<file path="src/rtl/shift_register.sv">
`default_nettype none
// ============================================================================
//  Module      : shift_register
//  Description : Serial-in / parallel-out shift register with parallel load.
//                Shifts left one bit per peripheral clock edge pulse, taking
//                the new LSB from serialDataIn; MSB drives serialDataOut.
//  Revision    : 1.0  initial release
// ============================================================================
module shift_register #(
    parameter int WIDTH = 8
) (
    input  logic             clk,
    input  logic             rst_n,
    input  logic             peripheralClkEdge,
    input  logic             parallelLoad,
    input  logic [WIDTH-1:0] parallelDataIn,
    input  logic             serialDataIn,
    output logic [WIDTH-1:0] parallelDataOut,
    output logic             serialDataOut
);

    logic [WIDTH-1:0] r_shiftReg;

    // State update: reset beats load, load beats shift, otherwise hold.
    always_ff @(posedge clk) begin
        if (!rst_n) begin
            r_shiftReg <= '0;
        end else if (parallelLoad) begin
            r_shiftReg <= parallelDataIn;
        end else if (peripheralClkEdge) begin
            r_shiftReg <= {r_shiftReg[WIDTH-2:0], serialDataIn};
        end
    end

    // Outputs come straight from the register, so there is no input-to-output path.
    assign parallelDataOut = r_shiftReg;
    assign serialDataOut   = r_shiftReg[WIDTH-1];

endmodule
`default_nettype wire

</file>
<file path="config.mk">
export PLATFORM = sky130hd
export DESIGN_NAME = shift_register
export DESIGN_NICKNAME = d
export VERILOG_FILES = /design/src/rtl/shift_register.sv
export SDC_FILE = /design/constraint.sdc
export NUM_CORES = 1
export LEC_CHECK = 0
export ABC_AREA = 0
export CORE_ASPECT_RATIO = 1.2
export CORE_MARGIN = 10
export CORE_UTILIZATION = 26
export CTS_CLUSTER_SIZE = 40
export DETAILED_ROUTE_END_ITERATION = 16
export GPL_TIMING_DRIVEN = 0
export HOLD_SLACK_MARGIN = 0.06
export MAX_ROUTING_LAYER = met4
export PLACE_DENSITY_LB_ADDON = 0.05
export SYNTH_ARGS = -nofsm -noshare
export SYNTH_HDL_FRONTEND = slang
export SYNTH_SLANG_ARGS = --single-unit
</file>
<file path="constraint.sdc">
create_clock -name clk -period 1.2 [get_ports clk]
set_clock_uncertainty 0.2 [all_clocks]
set_input_delay 0.12 -clock clk [delete_from_list [all_inputs] [get_ports clk]]
set_output_delay 0.12 -clock clk [all_outputs]
set_load 0.01 [all_outputs]
</file>
After elaboration in Yosys (flattened, before gate mapping)
Index checks and enable logic that the tools add are counted.
- flip-flop bits (word level): 8
- input port bits: 13
- output and inout bits: 9
- logic and storage cells: 4
- multiplexer cells: 2
- reductions and logical operators: 1
- operators with widths (cell ; count):
    $mux 8 ; 2
    $reduce_bool 2->1 ; 1

Depth between registers and ports, before layout
Gate-level depths: netlist (run 1).
- depth after elaboration: 2
- gate-level depth with buffers: 3
- gate-level depth less buffers: 2

Worst setup path after synthesis (run 1)
Ideal clock, no wire load.
- path type: reg2reg
- start: register, netlist name parallelDataOut[7]
- end: register r_shiftReg[7] (netlist: parallelDataOut[7])
- data arrival time: 0.779 ns
- required time: 0.884 ns
- slack: 0.105 ns
- stages on the path, launching flop included: 3
- cells stage by stage: dfxtp_1 > mux2_4 > o211a_1
- RTL lines (what ; RTL line ; RTL):
    to (signal assigned) ; 29 ; r_shiftReg <= parallelDataIn;
    to (signal assigned) ; 31 ; r_shiftReg <= {r_shiftReg[WIDTH-2:0], serialDataIn};
    to (decl) ; 22 ; logic [WIDTH-1:0] r_shiftReg;

Final worst setup path (run 1)
- start: register r_shiftReg[7] (netlist: parallelDataOut[7])
- end: output parallelDataOut[7]
- RTL lines (what ; RTL line ; RTL):
    to (decl) ; 18 ; output logic [WIDTH-1:0] parallelDataOut,
No word-level cell between the ends.

==> results of run 1 <==
==> worst min-delay path by stage <==
stage                            startpoint            endpoint  depth (start not counted)
after global placement                rst_n  parallelDataOut[3]                          2
after CTS                 peripheralClkEdge  parallelDataOut[3]                          3
after detailed placement              rst_n  parallelDataOut[3]                          2
final                     peripheralClkEdge  parallelDataOut[3]                          3
after floorplan           parallelDataIn[0]  parallelDataOut[0]                          2
after global routing      peripheralClkEdge  parallelDataOut[7]                          3
==> cells in the mapped netlist <==
cell	instances	area (sq um)
dfxtp_1	8	160
mux2_4	8	120
o211a_1	8	80.1
or2b_1	8	60.1
buf_1	1	3.75
buf_2	1	5.00
buf_4	1	7.51
buf_6	1	11.3
==> stage by stage <==
stage,utilization [%],cell area [sq um],worst slack [ns],std cells
after CTS,42.3,694,0.00767,77
final,40.5,664,0.0484,76
after global placement,40.2,661,-0.422,73
after detailed placement,40.2,661,-0.459,73
after floorplan,-,448,0.105,36
after global routing,40.5,664,0.0110,76
==> kinds of logic (layout without fill, tap and decap cells) <==
kind of cell / Yosys count / count (layout) / share of synthesized area, %
flops: 8 / 8 / 35.8
compound gates: 8 / 8 / 17.9
simple gates: 8 / 8 / 13.4
buf+inv: 4 / 26 / 6.14
mux: 8 / 8 / 26.8
==> layer usage <==
layer | vias to the layer above | part of all wire (%)
met5 | - | 0
met4 | 0 | 0.68
met3 | 2 | 8.5
met2 | 19 | 43
met1 | 169 | 48
li1 | 174 | -
==> where the power goes <==
group / internal, W / switching [W]
combinational: 0.000113 / 0.0000572
sequential: 0.000288 / 0.0000162
clock: 0.000114 / 0.0000904
total: 0.000515 / 0.000164
==> repair_timing <==
| action | 4_1_cts | 5_1_grt |
|---|---|---|
| endpoints found under the setup margin | 11 | 16 |
| hold buffers | 1 | 0 |
| hold endpoints to repair | 7 | 0 |
| resized for setup | 22 | 9 |
==> worst max-delay path, cell delays in order, from the launching register on <==
cell     delay (ns)
dfxtp_2        0.33
buf_4          0.12
buf_4          0.13
==> final cells by class <==
class	count	area share [%]
buffer	3	3.95
sequential	8	24.7
timing repair buffer	20	25.4
tap	18	3.39
multi-input combinational	24	39.2
clock buffer	3	3.39
==> results.py, run 1 <==
metrics = {
    "flow_run": {
        "cap_violations": 0,
    },
    "floorplanning": {
        "boundaryPins": 22,
        "start_util_pct": 27.3,
        "fp.dieW_microns": 57.9,
        "std_cell_rows": 16,
        "core_sq_mm": 0.00164,
        "die_area_sq_mm": 0.00379,
        "die_h_microns": 65.5,
    },
    "timing": {
        "hold-worst-slack_ns": 0.121,
        "max_slew_margin_pct": 78.2,
        "hold_viol": 0,
        "drv_slew": 0,
        "final.period_utilization_pct": 96.0,
        "finalSetupViolCount": 0,
        "fin_tns_setup_ns": 0,
        "layout_min_cycle_time_ns": 1.15,
        "tightest_slew_ns": 0.326,
        "max_freq_mhz": 868,
        "rsz0062_at_grt": "false",
    },
    "power": {
        "power_density_mw_per_mm2": 1020,
        "ir_worst_vdd_mv": 0.471,
        "p_total_w": 0.000678,
        "p_leak_nw": 0.364,
    },
    "drt": {
        "wl_per_cell_microns": 15.6,
        "wirelength_microns": 1190,
        "vias": 364,
        "dr.pass1.iters": 2,
        "ant_nets": 0,
        "drc_errors": 0,
        "first_iter_violations": 2,
        "routed_via_density": 4.79,
    },
    "synth": {
        "synth.distinct_cells": 8,
        "yosys_register_bits": 8,
        "avgSynthCellArea_sq_um": 12.4,
        "synth_cells": 36,
        "syn-cell-area_sq_um": 448,
        "ys_warn_count": 0,
        "ys_seq_area_share_pct": 35.8,
        "syn-num-nets": 49,
    },
    "global_route": {
        "busiest_layer": "met2",
        "grt_overflow": 0,
        "antenna_found_initial": 0,
        "grtUsageTotal_pct": 7.00,
        "grt_pass1_vias": 434,
        "met1_usage_pct": 8.45,
        "grt_pass1_wl_microns": 2050,
        "use_met3_pct": 3.08,
        "grt_max_degree": 11,
        "grtUsageMet2_pct": 9.54,
    },
    "setup_path": {
        "reg2reg_to": "parallelDataOut[2]",
        "r2r-start": "parallelDataOut[2]",
        "rr_worst_depth": 2,
        "critPathCapture": "parallelDataOut[7]",
        "critPathRequiredTime_ns": 0.88,
        "cp_max_fo": 3,
        "path_class": "flip-flop to output pin",
        "crit_arrival_ns": 0.83,
        "start_kind": "flip-flop",
        "critPathLaunch": "parallelDataOut[7]",
        "regToRegSetupSlack_ns": 0.10,
        "end_kind": "output pin",
    },
    "cts": {
        "clk_latency_ns": 0.25,
        "path_clk_slew_ns": 0.06,
        "cts_root_buf": "clkbuf_4",
        "h-tree-depth": 1,
        "cts_made_buffers": 3,
        "postCtsSetupBuffers": 0,
        "cts.sinks": 8,
        "tritoncts": "yes",
        "clockBufferDepth": 2,
    },
    "cells_and_area": {
        "seq_area_sq_um": 164,
        "antenna_cells": 0,
        "layout.cells.most_common": "clkdlybuf4s50_1",
        "fill_cells": 175,
        "layout.nets": 73,
        "drive_gt1_share_pct": 44.8,
        "largest_reg_flops": 8,
        "final_cell_mix": "clkdlybuf4s50_1, mux2_4, or2b_1, o211a_1, clkbuf_2",
        "area_growth_pct": 48.3,
        "multiInputGateArea_sq_um": 260,
    },
    "run_status": {
        "status": "complete, no violations",
    },
    "worst_hold_path": {
        "hp-class": "input port to flip-flop",
    },
    "placement": {
        "place_congestion": 0.710,
        "port_buffers": 19,
        "dpl.hpwl_microns": 916,
    },
}
Note: power is estimated with default switching activity, not from simulation.
==> inputs of run 2 (changes only) <==
ABC_AREA = 1   (was 0)
SLEW_MARGIN = 10   (was not set)
==> run 2 against run 1 <==
Effect of this change:
- first-iteration DRC count up 50%
- die area down 4.4%
- clock power about the same
- global-route usage up 0.13 points
- clock-buffer cell count unchanged
- hold slack worse by 0.10 ns
- critical path depth unchanged
- final area down 5.8%
- sequential power down 3%
- total power down 6.1%
- highest routed layer unchanged
==> results.py, run 2 <==
metrics = {
    "drt": {
        "first_iter_violations": 3,
        "drc_errors": 0,
        "routed_via_density": 4.36,
        "wirelength_microns": 1170,
        "wl_per_cell_microns": 11.4,
        "ant_nets": 0,
        "dr.pass1.iters": 4,
        "vias": 449,
    },
    "placement": {
        "place_inst": 100,
        "dpl.hpwl_microns": 928,
        "dp_slack_ns": -0.0764,
        "place_congestion": 0.692,
        "port_buffers": 19,
    },
    "floorplanning": {
        "die_h_microns": 64.0,
        "start_util_pct": 28.3,
        "fp.dieW_microns": 56.7,
        "boundaryPins": 22,
        "die_area_sq_mm": 0.00362,
        "core_sq_mm": 0.00148,
        "std_cell_rows": 15,
    },
    "cts": {
        "postCtsSetupBuffers": 0,
        "h-tree-depth": 1,
        "path_clk_slew_ns": 0.06,
        "clockBufferDepth": 2,
        "cts_made_buffers": 3,
        "clk_latency_ns": 0.25,
        "tritoncts": "yes",
        "cts.sinks": 8,
        "cts_root_buf": "clkbuf_4",
    },
    "timing": {
        "final.period_utilization_pct": 95.1,
        "hold-worst-slack_ns": 0.0181,
        "finalSetupViolCount": 0,
        "max_slew_margin_pct": 82.8,
        "hold_viol": 0,
        "drv_slew": 0,
        "rsz0062_at_grt": "false",
        "max_freq_mhz": 876,
        "layout_min_cycle_time_ns": 1.14,
        "tightest_slew_ns": 0.258,
        "worst_slack_ns": 0.0590,
    },
    "cells_and_area": {
        "largest_reg_flops": 8,
        "area_growth_pct": 49.3,
        "antenna_cells": 0,
        "final_cell_mix": "nand2_1, nand3_1, clkdlybuf4s50_1, inv_1",
        "layout.nets": 101,
        "fin_util_pct": 42.2,
        "fin_cells": 103,
        "drive_gt1_share_pct": 22.1,
        "layout.cells.most_common": "nand2_1",
    },
    "setup_path": {
        "critPathLaunch": "parallelDataOut[7]",
        "end_kind": "output pin",
        "start_kind": "flip-flop",
        "path_class": "flip-flop to output pin",
        "cp_max_fo": 3,
        "regToRegSetupSlack_ns": 0.33,
        "r2r-start": "parallelDataOut[5]",
        "critPathRequiredTime_ns": 0.88,
        "crit_arrival_ns": 0.82,
    },
    "worst_hold_path": {
        "hp-class": "input port to flip-flop",
        "hold_path_startpoint": "parallelLoad",
    },
    "global_route": {
        "antenna_found_initial": 0,
        "grt_pass1_wl_microns": 2060,
        "grt_max_degree": 11,
        "grt_overflow": 0,
        "grtUsageTotal_pct": 7.13,
        "grt_pass1_vias": 465,
    },
    "synth": {
        "syn-num-nets": 77,
        "synth_edf_count": 0,
        "ys_seq_area_share_pct": 38.2,
        "synth_flop_cell": "dfxtp_1",
        "ys_warn_count": 0,
        "synth_top_area_share_pct": 38.2,
        "yosys_register_bits": 8,
        "syn-cell-area_sq_um": 419,
        "synth_top_area_cell": "dfxtp_1",
        "async_reset_ff_share_pct": 0,
        "synth_most_common_cell": "nand2_1",
        "synth.area.top_cells": "dfxtp_1, nand2_1, nand3_1",
        "avgSynthCellArea_sq_um": 6.55,
        "synthTopCellsByCount": "nand2_1, nand3_1, inv_1",
        "synth.distinct_cells": 9,
        "synth_cells": 64,
    },
    "power": {
        "p_leak_nw": 0.342,
        "ir_worst_vdd_mv": 0.475,
        "p_total_w": 0.000637,
        "power_density_mw_per_mm2": 1020,
    },
    "run_status": {
        "status": "complete, no violations",
    },
    "flow_run": {
        "cap_violations": 0,
    },
}
## run 2: layout make-up
cell class / count / area [sq um]
sequential: 8 / 163
clock buffer: 3 / 22.5
timing repair buffer: 19 / 160
buffer: 3 / 26.3
fill: 184 / 857
tap: 17 / 21.3
multi-input combinational: 43 / 195
inverter: 10 / 37.5
## run 2: cell families after synthesis
family,Yosys count,synth area share [%]
flops,8,38.2
buf+inv,13,15.2
simple gates,41,44.2
compound gates,2,2.39
## run 2: repair_timing
| action | in CTS | in global routing |
|---|---|---|
| hold endpoints to repair | 8 | 3 |
| setup endpoints to repair | 9 | 8 |
| resized for setup | 19 | 9 |
## run 2: routing by layer
metal | routed length (microns) | vias to the layer above | track usage, %
met5 | 0 | - | -
met3 | 112 | 2 | 3.95
li1 | - | 240 | -
met2 | 535 | 14 | 11.3
met4 | 12 | 0 | 1.81
met1 | 512 | 193 | 7.55
## run 2: through the flow
step	TNS [ns]	instance area [sq um]
after floorplan	0	419
after global placement	-0.197	631
after detailed placement	-0.214	631
after CTS	0	652
after global routing	0	626
final	0	626
## run 2: path summary, 6_finish.rpt
check / to / cells after the start
max: parallelDataOut[7] / 2
min: parallelDataOut[4] / 4
max reg2reg: parallelDataOut[6] / 4
min reg2reg: parallelDataOut[4] / 2
## run 2: worst max-delay path, stage by stage, from the launching register on
cell and delay (ns):
dfxtp_1 0.32, buf_4 0.12, buf_4 0.13
## run 2: report_power, final
part | total, W | leakage [nW] | switching, W | internal (W)
logic | 0.000138 | 0.262 | 0.0000648 | 0.0000737
clock network | 0.000203 | 0.0138 | 0.0000884 | 0.000114
registers | 0.000296 | 0.0668 | 0.0000119 | 0.000284
total | 0.000637 | 0.342 | 0.000165 | 0.000472
